### config.mk
export PLATFORM = sky130hd
export DESIGN_NAME = oci_trace_packer
export DESIGN_NICKNAME = d
export VERILOG_FILES = /design/src/rtl/oci_trace_pkg.sv /design/src/rtl/oci_trace_word_fifo.sv /design/src/rtl/oci_trace_packer.sv
export SDC_FILE = /design/constraint.sdc
export NUM_CORES = 1
export LEC_CHECK = 0
export CORE_MARGIN = 8
export CORE_UTILIZATION = 50
export CTS_CLUSTER_SIZE = 30
export DETAILED_ROUTE_END_ITERATION = 7
export GPL_TIMING_DRIVEN = 0
export PLACE_DENSITY = 0.68
export SLEW_MARGIN = 20
export SYNTH_ARGS = -nofsm -noshare
export SYNTH_HDL_FRONTEND = slang
export SYNTH_SLANG_ARGS = --single-unit
### constraint.sdc
create_clock -name clk -period 3.4 [get_ports clk]
set_input_delay 0.34 -clock clk [delete_from_list [all_inputs] [get_ports clk]]
set_output_delay 0.34 -clock clk [all_outputs]
set_load 0.02 [all_outputs]
### src/rtl/oci_trace_pkg.sv
// Shared types and defaults for the OCI trace packer: FSM state encoding,
// default geometry and the item-count width helper.
package oci_trace_pkg;

    typedef enum logic [1:0] {
        ST_RUN   = 2'd0,
        ST_FLUSH = 2'd1,
        ST_DRAIN = 2'd2,
        ST_ENDED = 2'd3
    } oci_state_e;

    localparam int DEF_ITEM_W         = 6;
    localparam int DEF_ITEMS_PER_WORD = 5;
    localparam int DEF_FIFO_DEPTH     = 4;

    // Count field must hold 0..items_per_word inclusive.
    function automatic int cnt_width(input int items_per_word);
        return $clog2(items_per_word + 1);
    endfunction

endpackage

### src/rtl/oci_trace_word_fifo.sv
// Small FIFO of packed trace words (data and item count concatenated);
// head entry is read straight from the storage registers and forced to 0 when empty.
module oci_trace_word_fifo #(
    parameter int WIDTH = 33,
    parameter int DEPTH = 4
) (
    input  logic             clk,
    input  logic             reset_n,
    input  logic             push,
    input  logic [WIDTH-1:0] push_data,
    input  logic             pop,
    output logic             head_valid,
    output logic [WIDTH-1:0] head_data,
    output logic             full,
    output logic             empty
);

    localparam int AW = $clog2(DEPTH);

    logic [WIDTH-1:0] mem [DEPTH];
    logic [AW:0]      wr_ptr;
    logic [AW:0]      rd_ptr;
    logic             do_push;
    logic             do_pop;

    // Extra pointer bit distinguishes full from empty when the indices match.
    assign empty   = (wr_ptr == rd_ptr);
    assign full    = (wr_ptr[AW] != rd_ptr[AW]) && (wr_ptr[AW-1:0] == rd_ptr[AW-1:0]);
    assign do_pop  = pop && !empty;
    assign do_push = push && (!full || do_pop);

    always_ff @(posedge clk) begin
        if (!reset_n) begin
            wr_ptr <= '0;
            rd_ptr <= '0;
            for (int i = 0; i < DEPTH; i++) begin
                mem[i] <= '0;
            end
        end else begin
            if (do_push) begin
                mem[wr_ptr[AW-1:0]] <= push_data;
                wr_ptr              <= wr_ptr + (AW+1)'(1);
            end
            if (do_pop) begin
                rd_ptr <= rd_ptr + (AW+1)'(1);
            end
        end
    end

    assign head_valid = !empty;
    assign head_data  = empty ? '0 : mem[rd_ptr[AW-1:0]];

endmodule

### src/rtl/oci_trace_packer.sv
// Packs narrow OCI trace items into wide words, queues them toward the trace sink
// and runs the end-of-test flush (RUN -> FLUSH -> DRAIN -> ENDED).
module oci_trace_packer
    import oci_trace_pkg::*;
#(
    parameter  int ITEM_W         = DEF_ITEM_W,
    parameter  int ITEMS_PER_WORD = DEF_ITEMS_PER_WORD,
    parameter  int FIFO_DEPTH     = DEF_FIFO_DEPTH,
    parameter  int MODE_DROP      = 0,
    parameter  int DROP_W         = 16,
    localparam int CNT_W          = cnt_width(ITEMS_PER_WORD),
    localparam int WORD_W         = ITEM_W * ITEMS_PER_WORD
) (
    input  logic              clk,
    input  logic              reset_n,
    input  logic              item_valid,
    input  logic [ITEM_W-1:0] item_data,
    output logic              item_ready,
    input  logic              test_ending,
    output logic              out_valid,
    input  logic              out_ready,
    output logic [WORD_W-1:0] out_data,
    output logic [CNT_W-1:0]  out_count,
    output logic              test_has_ended,
    output logic [DROP_W-1:0] drop_count,
    output logic [1:0]        state_dbg
);

    // Handshakes: a transfer happens on a rising edge where valid && ready are both
    // high; valid never waits on ready, and item_ready never depends on out_ready.

    localparam logic [CNT_W-1:0] LAST_SLOT = CNT_W'(ITEMS_PER_WORD - 1);
    localparam logic [CNT_W-1:0] FULL_CNT  = CNT_W'(ITEMS_PER_WORD);

    oci_state_e              state, state_nxt;
    logic [WORD_W-1:0]       pack, pack_nxt;
    logic [CNT_W-1:0]        cnt, cnt_nxt;
    logic [DROP_W-1:0]       drops, drops_nxt;
    logic                    fifo_push;
    logic [CNT_W+WORD_W-1:0] fifo_wdata;
    logic [CNT_W+WORD_W-1:0] fifo_head;
    logic                    fifo_full;
    logic                    fifo_empty;
    logic                    accept;
    logic                    completes;
    logic [WORD_W-1:0]       item_placed;

    assign item_ready  = reset_n && (state == ST_RUN) &&
                         ((MODE_DROP != 0) || (cnt < LAST_SLOT) || !fifo_full);
    assign accept      = item_valid && item_ready;
    assign completes   = accept && (cnt == LAST_SLOT);
    // Target slot is always zero in the pack register, so OR-ing is safe.
    assign item_placed = WORD_W'(item_data) << (cnt * ITEM_W);

    always_comb begin
        state_nxt  = state;
        pack_nxt   = pack;
        cnt_nxt    = cnt;
        drops_nxt  = drops;
        fifo_push  = 1'b0;
        fifo_wdata = '0;
        case (state)
            ST_RUN: begin
                if (completes) begin
                    if (!fifo_full) begin
                        fifo_push  = 1'b1;
                        fifo_wdata = {FULL_CNT, pack | item_placed};
                        pack_nxt   = '0;
                        cnt_nxt    = '0;
                    end else if (drops != '1) begin
                        drops_nxt = drops + DROP_W'(1);
                    end
                end else if (accept) begin
                    pack_nxt = pack | item_placed;
                    cnt_nxt  = cnt + CNT_W'(1);
                end
                if (test_ending) begin
                    state_nxt = ST_FLUSH;
                end
            end
            ST_FLUSH: begin
                if (cnt == '0) begin
                    state_nxt = ST_DRAIN;
                end else if (!fifo_full) begin
                    fifo_push  = 1'b1;
                    fifo_wdata = {cnt, pack};
                    pack_nxt   = '0;
                    cnt_nxt    = '0;
                    state_nxt  = ST_DRAIN;
                end
            end
            ST_DRAIN: begin
                if (fifo_empty) begin
                    state_nxt = ST_ENDED;
                end
            end
            ST_ENDED: begin
                state_nxt = ST_ENDED;
            end
            default: begin
                state_nxt = ST_RUN;
            end
        endcase
    end

    always_ff @(posedge clk) begin
        if (!reset_n) begin
            state <= ST_RUN;
            pack  <= '0;
            cnt   <= '0;
            drops <= '0;
        end else begin
            state <= state_nxt;
            pack  <= pack_nxt;
            cnt   <= cnt_nxt;
            drops <= drops_nxt;
        end
    end

    oci_trace_word_fifo #(
        .WIDTH (CNT_W + WORD_W),
        .DEPTH (FIFO_DEPTH)
    ) u_fifo (
        .clk        (clk),
        .reset_n    (reset_n),
        .push       (fifo_push),
        .push_data  (fifo_wdata),
        .pop        (out_ready),
        .head_valid (out_valid),
        .head_data  (fifo_head),
        .full       (fifo_full),
        .empty      (fifo_empty)
    );

    assign out_count      = fifo_head[CNT_W+WORD_W-1:WORD_W];
    assign out_data       = fifo_head[WORD_W-1:0];
    assign test_has_ended = (state == ST_ENDED);
    assign drop_count     = drops;
    assign state_dbg      = state;

endmodule

* Word level (Yosys, flattened, before mapping)
Memories as Yosys holds them, arrays and structs flattened. A register that Yosys moved wholly into a read port is not among the register bits.
Index checks and enable logic that the tools add are counted.
W data, S select, Z words.
** Operators by class
- Add/subtract/negate cells :: 4
- Multipliers :: 1
- Divide/modulo/power cells :: 0
- Order comparisons :: 1
- Equal/unequal tests :: 13
- Shifts and indexed selects :: 1
- Mux-type cells :: 34
- Bitwise gates (word level) :: 1
- Reduce and logical (&&, ||, !) cells :: 18
** Operators by type and width (count)
- $mux W33 :: 6
- $mux W30 :: 4
- $pmux W33 S2 :: 1
- $pmux W30 S2 :: 1
- $reduce_or A33 Y1 :: 1
- $or A30 B30 Y30 :: 1
- $shl A6 B6 Y30 :: 1
- $add A16 B1 Y16 const B :: 1
- $ne A16 B16 Y1 const B :: 1
- $mux W2 :: 7
- $mux W3 :: 4
- $add A3 B1 Y3 const B :: 3
- $mux W1 :: 8
- $pmux W2 S4 :: 1
- $logic_and A1 B1 Y1 :: 7
- $ne A3 B3 Y1 const B :: 2
- $pmux W3 S2 :: 1
- $reduce_and A3 Y1 :: 2
- $mul A3 B2 Y5 const B :: 1
- $eq A2 B2 Y1 const B :: 2
- $ne A2 B2 Y1 const B :: 2
- $reduce_and A4 Y1 :: 1
- $eq A3 B3 Y1 :: 1
- $eq A3 B3 Y1 const B :: 1
- other kinds (11) :: 13
** Storage, ports and cells
- Bits in registers :: 57
- Bits in latches :: 0
- Memory bits (writable) :: 132
- Memory bits (read-only) :: 0
- Bits of input ports :: 11
- Output and inout port bits :: 54
- Logic and storage cells :: 80
- Memories :: 1
** Memories
- u_fifo.mem :: words 4, bits a word 33, rd ports 1, clocked after Yosys merged registers in 1, write ports 4, RTL line oci_trace_word_fifo.sv:20 : logic [WIDTH-1:0] mem [DEPTH];

* Logic depth before layout (Yosys ltp)
Gate-level depths: netlist of run 1.
- Depth after elaboration :: 15
- Mapped depth :: 11
- Gate-level depth less buffers :: 7

* Modules after synthesis
From an unflattened synthesis of run 1, not the netlist that was laid out.
** Second synthesis, totals
- Cells, all modules :: 782
- Area, all modules :: 9171.3 um2
** Modules (own cells, without submodules)
- oci_trace_word_fifo :: times used 1, cells each 459, area each 6416.2 um2, seq. area each 4124.0 um2
- oci_trace_packer :: times used 1, cells each 323, area each 2755.1 um2, seq. area each 1021.0 um2

* Worst setup path before layout of run 1
Ideal clock, no wire load.
- Kind :: register to register
- Start point :: register cnt[0]
- End point :: memory u_fifo.mem[0][0] (enable)
- Setup time :: 0.485 ns
- Arrival time :: 2.553 ns
- Required time :: 2.915 ns
- Path slack :: 0.362 ns
- Stages on the path, launching flop included :: 12
- Path buffers :: 5
- Clock period less this slack :: 3.038 ns
- Cells stage by stage :: dfxtp_1 -> buf_6 -> buf_2 -> inv_1 -> ha_1 -> buf_2 -> a31o_2 -> and3b_1 -> buf_2 -> nand4_1 -> buf_2 -> nand2_1
** RTL lines
- from (decl) :: RTL line oci_trace_packer.sv:37 : logic [CNT_W-1:0] cnt, cnt_nxt;
- from (signal assigned) :: RTL line oci_trace_packer.sv:115 : cnt <= cnt_nxt;
- to (decl) :: RTL line oci_trace_word_fifo.sv:20

* Worst setup path in the final report of run 1
- Start point :: register u_fifo.wr_ptr[1]
- End point :: output port out_data[13]
** On the way
- Word-level cells in the longest chain between the ends :: 2
** RTL lines
- from (decl) :: RTL line oci_trace_word_fifo.sv:21 : logic [AW:0] wr_ptr;
- from (signal assigned) :: RTL line oci_trace_word_fifo.sv:42 : wr_ptr <= wr_ptr + (AW+1)'(1);
- $eq A3 B3 Y1 :: RTL line oci_trace_word_fifo.sv:27 : assign empty = (wr_ptr == rd_ptr);
- $mux W33 :: RTL line oci_trace_word_fifo.sv:51 : assign head_data = empty ? '0 : mem[rd_ptr[AW-1:0]];
- to (decl) :: RTL line oci_trace_packer.sv:22 : output logic [WORD_W-1:0] out_data,
No other way between the ends.

==> results of run 1 <==
worst min path at each step:
stage	slack, ns	depth (start not counted)	end	start
2_1_floorplan	0.44	2	pack[24]	pack[24]
3_3_place_gp	0.44	1	drop_count[5]	drop_count[5]
3_5_place_dp	0.44	1	drop_count[1]	drop_count[1]
4_1_cts	0.39	3	pack[16]	reset_n
5_1_grt	0.43	3	pack[16]	reset_n
6_report	0.42	3	pack[16]	reset_n
registers in the layout, summed over array words and instances, names as in the netlist, named ones only:
| register | count |
|---|---|
| u_fifo.rd_ptr | 3 |
| u_fifo.wr_ptr | 3 |
| u_fifo.mem | 132 |
| pack | 30 |
| cnt | 3 |
| state_dbg | 2 |
| drop_count | 16 |
cells in the mapped netlist (4+ instances only):
cell / number / area share (%)
a2111oi_0: 6 / 0.56
a211oi_1: 24 / 1.9
a21o_1: 4 / 0.32
a21oi_1: 34 / 1.8
a221oi_1: 9 / 0.83
a311oi_1: 14 / 1.3
a31oi_1: 10 / 0.66
a32oi_1: 8 / 0.74
a41oi_1: 8 / 0.74
and2_1: 20 / 1.3
and2b_1: 6 / 0.48
and3_1: 16 / 1.1
and3b_1: 5 / 0.46
buf_1: 4 / 0.16
buf_2: 39 / 2.1
clkbuf_1: 26 / 1.0
dfxtp_1: 59 / 12
edfxtp_1: 132 / 42
ha_1: 5 / 0.66
inv_1: 9 / 0.36
mux2_2: 6 / 0.71
mux4_2: 33 / 7.9
nand2_1: 11 / 0.44
nand2b_1: 5 / 0.33
nand3_1: 8 / 0.42
nand4_1: 7 / 0.46
nor2_1: 60 / 2.4
nor2b_1: 31 / 2.1
nor3_1: 99 / 5.2
o21ai_0: 22 / 1.2
o221a_1: 5 / 0.60
o221a_2: 15 / 1.8
xor2_1: 4 / 0.37
logic make-up after synthesis:
kind of cell    count (synthesis)  synth area share [%]
fa+ha+maj                       6                 0.873
flops                         191                  54.4
compound gates                176                  14.0
mux                            41                  8.78
buf+inv                        83                  4.02
simple gates                  288                  16.7
xor+xnor                        9                  1.23
stage by stage:
stage | hold slack, ns | setup TNS (ns) | setup slack [ns] | utilization (%)
after global placement | 0.441 | -97.14 | -0.836 | 55.7
after CTS | 0.392 | 0 | 0.00728 | 59.7
after detailed placement | 0.445 | -1.04 | -0.0454 | 56.3
after global routing | 0.433 | 0 | 0.0151 | 60.0
after floorplan | 0.441 | 0 | 0.362 | -
final | 0.418 | 0 | 0.134 | 60.0
power groups by stage:
stage / Clock, mW / Sequential [mW] / Combinational [mW]
global placement: 0 / 2.67 / 0.839
CTS: 2.11 / 2.62 / 0.869
finish: 2.11 / 2.62 / 0.879
detailed placement: 0 / 2.67 / 0.863
floorplan: 0 / 2.65 / 0.564
global route: 2.20 / 2.63 / 0.936
cell usage in the layout (no fill, tap or decap), types with 7 or more instances in the layout:
cell type and instances:
edfxtp_1 132, nor3_1 98, clkdlybuf4s50_1 63, nor2_1 60
dfxtp_1 59, buf_2 39, a21oi_1 34, mux4_2 33
nor2b_1 31, clkbuf_1 26, a211oi_1 24, and2_1 20
o21ai_0 20, clkbuf_16 17, and3_1 16, o221a_2 15
a311oi_1 14, buf_4 10, a31oi_1 10, a221oi_1 9
inv_1 9, nand2_1 8, a41oi_1 8, nand3_1 8
a32oi_1 8, nand4_1 7
repair_timing:
item                       CTS  global route
resized for setup            3             5
cloned                       0             0
setup endpoints to repair   68            65
setup buffers                0             7
pin swaps                    0             2
area by class of cell:
class	count	area, um2
Buffer	74	348
Timing Repair Buffer	74	778
Clock inverter	14	193
Fill cell	1498	7460
Sequential cell	191	5140
Tap cell	234	293
Inverter	9	33.8
Multi-Input combinational cell	520	3960
Clock buffer	18	429
routing by layer:
layer | wire (um) | up-vias | track usage, % | share of wire (%)
li1 | - | 3298 | - | -
met1 | 11900 | 3649 | 31.5 | 42
met2 | 13400 | 390 | 39.0 | 48
met3 | 2050 | 52 | 3.87 | 7.3
met4 | 775 | 0 | 9.47 | 2.8
met5 | 0 | - | 0 | 0
worst register-to-register path, delay by kind of cell (launching register included):
family / cells / cell delay, ns
flip-flops: 1 / 0.38
AO/OA/AOI/OAI: 1 / 0.28
adder cells (fa/ha/maj): 1 / 0.22
AND/OR/NAND/NOR: 3 / 0.52
buffers and inverters: 8 / 1.58
==> reports/qor.txt, run 1 <==
delay of the slowest cell on the worst path: 0.54 ns
Post-Synthesis Net Count: 811
terminus of the critical flop-to-flop path: u_fifo.mem[0][5]
crit path to: out_data[13]
# IOs: 65
setup slack on the worst flop-to-flop path: 0.18 ns
number of stages on the worst setup path: 6
power after layout: 5.61 mW
critical path endpoint category: primary output
critical path class: reg2out
gate count after technology mapping: 794
Pwr per Cell Area: 502 nW/um2
die height: 154 um
VDD IR max: 0.372 mV
clock period minus worst slack: 3.27 ns
fmax: 0.306 GHz
Clock transition at path regs: 0.07 ns
Core Region: 18,600 um2
setup violators final: 0
flop and latch count out of synthesis: 191
final hold vios: 0
antenna violations before repair: 0
sequential cell area fraction in the yosys report: 54.4%
area delta synth->final: 18.2%
number of cells on the worst reg-to-reg path: 13
Reg-to-Reg Start: cnt[0]
clock tree skew after final layout: 0.00957 ns
required time worst endpoint: 3.06 ns
top flip-flop cell by instance count after synthesis: edfxtp_1
final antenna-violating net count: 0
combined buffer and inverter count along the critical path: 3
GP Congestion: 0.945
Critical Path Fanout Max: 10
via-per-instance ratio: 6.52
result of the run: complete, no violations
total congestion overflow: 0
cell with the largest stage delay on the worst path: clkdlybuf4s50_1
summed area of non-filler cells in the final layout: 11,200 um2
hold_buf cts: 0
family of cells with the greatest summed delay on the critical path: buffers and inverters
total internal power: 4.04 mW
final worst path period share: 96.1%
ratio of cells with drive above 1 in the final layout: 18.4%
Sw Pwr: 1.57 mW
CTS tree: done
Critical Path Source Type: flip-flop
proportion of power drawn by combinational gates: 15.7%
placed insts: 1,095
clock network fraction of total power: 37.6%
share of total power in sequential cells: 46.8%
first-pass GRT wire length: 43,800 um
library cells used by synthesis: 65
Bufs on Longest Clock Path: 2
Core Rows: 50
global-route usage over all layers: 23.9%
Synth async-reset ratio: 0%
final wirelength: 28,100 um
count of nets after finishing: 904
cell area after synthesis: 9460 um2
clock sinks: 191
series of cell instances along the critical path: buf_2 -> xor2_1 -> nor3_2 -> clkbuf_1 -> and2b_1 -> clkdlybuf4s50_1
average wire per cell in the routed design: 24.8 um
largest net degree at the start of global routing: 25
# H-tree levels: 4
fin cells: 1,134
overall die area: 23,600 um2
DRC Markers: 0
number of global-route vias before repair: 7,467
Die Wd: 154 um
Data arrival, critical path: 2.93 ns
count of yosys warnings during synthesis: 0
count of flip-flops with a built-in enable after synthesis: 132
initial drt markers: 737
unrepaired setup endpoints after global routing: false
proportion of total power due to net switching: 27.9%
Skew-Pair Late Insertion Delay: 0.44 ns
path class of the lowest-slack min-delay path: in2reg
worst max-slew margin expressed relative to the limit: 41.4%
static power due to leakage: 3.83 nW
actual slew at the worst max-slew pin: 0.876 ns
total of max-cap violations: 0
syn avg cell area: 11.9 um2
routed vias: 7,389
post-detailed-placement half-perimeter wirelength: 20,200 um
Inserted Diodes: 0
number of search-and-repair iterations in the first detailed-routing pass: 5
starting density of the core: 50.7%
count of port buffers added during placement: 63
number of clock buffers inserted by TritonCTS: 17
Worst setup startpoint: u_fifo.wr_ptr[1]
max-slew violation total from the final report: 0
placement-stage cell area: 10,500 um2
root cell of the clock tree: clkbuf_16
No activity file was read; power rests on OpenSTA's default activity.
==> run 2: changes to the inputs <==
--- a/config.mk
+++ b/config.mk
@@ -11,7 +11,8 @@
 export DETAILED_ROUTE_END_ITERATION = 7
 export GPL_TIMING_DRIVEN = 0
 export PLACE_DENSITY = 0.68
-export SLEW_MARGIN = 20
+export SLEW_MARGIN = 10
 export SYNTH_ARGS = -nofsm -noshare
 export SYNTH_HDL_FRONTEND = slang
 export SYNTH_SLANG_ARGS = --single-unit
+export TNS_END_PERCENT = 1
==> run 2 against run 1 <==
Global-route usage unchanged. First-iteration DRC count shrank 7.2%. Sequential cell count is the same. Combinational power about the same. Critical path type is now reg2reg. Largest cell class unchanged.
==> reports/qor.txt, run 2 (same netlist as run 1, synthesis figures left out) <==
result of the run: complete, no violations
unrepaired setup endpoints after global routing: false
first-pass GRT wire length: 43,800 um (unchanged)
total congestion overflow: 0 (unchanged)
path class of the lowest-slack min-delay path: in2reg
max FFs per register: 132 (unchanged)
Skew-Pair Late Insertion Delay: 0.44 ns (about the same)
VDD IR max: 0.379 mV (+1.9%)
max-slew violation total from the final report: 0 (unchanged)
minimum hold slack: 0.402 ns (-0.0157 ns)
required time worst endpoint: 3.59 ns (+0.53 ns)
fin cells: 1,127 (-0.62%)
average wire per cell in the routed design: 25.0 um (+0.80%)
count of nets after finishing: 897 (-0.77%)
DRC Markers: 0 (unchanged)
Inserted Diodes: 0 (unchanged)
routed vias: 7,398 (+0.12%)
clock period minus worst slack: 3.24 ns (-0.0214 ns)
accumulated negative setup slack: 0 ns (unchanged)
global-route usage over all layers: 23.9% (unchanged)
top register by number of flip-flops: u_fifo.mem
worst max-slew margin expressed relative to the limit: 31.0% (-10 points)
final worst path period share: 95.4% (-0.63 points)
largest net degree at the start of global routing: 25 (unchanged)
Critical Path Source Type: flip-flop
static power due to leakage: 3.81 nW (-0.52%)
Core Region: 18,600 um2 (unchanged)
starting density of the core: 50.7% (unchanged)
Layout fillers: 1,505 (+0.47%)
commonest cells after routing, fill and taps aside: 132 x edfxtp_1, 98 x nor3_1, 63 x clkdlybuf4s50_1
die height: 154 um (unchanged)
critical path class: reg2reg
most common cell after layout, fill and taps aside: edfxtp_1
Core Rows: 50 (unchanged)
Clock transition at path regs: 0.07 ns (about the same)
root cell of the clock tree: clkbuf_16
number of clock buffers inserted by TritonCTS: 17 (unchanged)
total of max-cap violations: 0 (unchanged)
Pwr per Cell Area: 503 nW/um2 (+0.29%)
actual slew at the worst max-slew pin: 1.03 ns (+0.159 ns)
Die Wd: 154 um (unchanged)
number of global-route vias before repair: 7,467 (unchanged)
area delta synth->final: 17.9%
critical path endpoint category: flip-flop
via-per-instance ratio: 6.56 (+0.74%)
placed insts: 1,095 (unchanged)
clock sinks: 191 (unchanged)
ratio of cells with drive above 1 in the final layout: 17.8% (-0.64 points)
final antenna-violating net count: 0 (unchanged)
clock tree skew after final layout: 0.00977 ns (+0.000195 ns)
setup violators final: 0 (unchanged)
Critical Path Fanout Max: 17 (+7)
GP Congestion: 0.945 (unchanged)
fmax: 0.308 GHz (+0.66%)
# H-tree levels: 4 (unchanged)
# IOs: 65 (unchanged)
Bufs on Longest Clock Path: 2 (unchanged)
antenna violations before repair: 0 (unchanged)
post-detailed-placement half-perimeter wirelength: 20,200 um (unchanged)
count of port buffers added during placement: 63 (unchanged)
final wirelength: 28,100 um (+0.17%)
final hold vios: 0 (unchanged)
initial drt markers: 684 (-7.2%)
overall die area: 23,600 um2 (unchanged)
CTS tree: done
number of search-and-repair iterations in the first detailed-routing pass: 8 (+3)
Data arrival, critical path: 3.44 ns (+0.51 ns)
## run 2: cell count changes in the layout (fill, tap and decap cells not counted), sizes merged
cell  before  now
buf       58   51
## run 2: worst paths after layout
path | from | to | slack [ns] | cells past startpoint
worst min register to register | drop_count[6] | drop_count[6] | 0.46 | 1
worst min-delay path | reset_n | pack[16] | 0.40 | 3
worst max register to register | cnt[0] | u_fifo.mem[1][22] | 0.16 | 12
worst max-delay path | cnt[0] | u_fifo.mem[1][22] | 0.16 | 12
## run 2: repair_timing
| action | in CTS | in global routing |
|---|---|---|
| pin swaps | 0 | 1 |
| endpoints found under the setup margin | 68 | 65 |
| gates cloned | 0 | 0 |
| gates resized for setup | 3 | 12 |
| buffers inserted | 0 | 0 |
| hold buffers | 0 | 0 |
## run 2: layer usage
layer	global-route usage [%]	share of wire, %
met5	0	0
met1	31.5	42
met4	9.47	3.0
met2	39.0	48
met3	3.87	7.1
## run 2: power by group
part | switching, mW | internal, mW | leakage (nW)
combinational | 0.530 | 0.348 | 1.67
sequential | 0.0581 | 2.56 | 1.84
clock | 0.983 | 1.13 | 0.298
## run 2: critical path, stage by stage (launching register included)
cell,delay (ns)
dfxtp_1,0.38
buf_6,0.14
buf_2,0.21
inv_1,0.15
ha_1,0.22
buf_2,0.16
a31o_2,0.28
and3b_1,0.17
buf_2,0.17
nand4_2,0.22
buf_2,0.34
nand2_4,0.24
buf_16,0.30
## run 2: cell type report
cell class	instances	area, um2	share of cell area [%]
flip-flops and latches	191	5140	46.1
multi-input cells	520	3980	35.7
clock inverters	14	193	1.73
repair buffers	67	726	6.50
well taps	234	293	2.62
inverters	9	33.8	0.303
plain buffers	74	357	3.20
clock buffers	18	429	3.85
## run 2: through the flow
step | total power, mW | setup slack (ns) | util (%) | area [um2]
after floorplan | 3.22 | 0.362 | - | 9460
after global placement | 3.51 | -0.836 | 55.7 | 10400
after detailed placement | 3.54 | -0.0454 | 56.3 | 10500
after CTS | 5.60 | 0.00728 | 59.7 | 11100
after global routing | 5.76 | 0.0151 | 59.8 | 11200
final | 5.61 | 0.155 | 59.8 | 11200
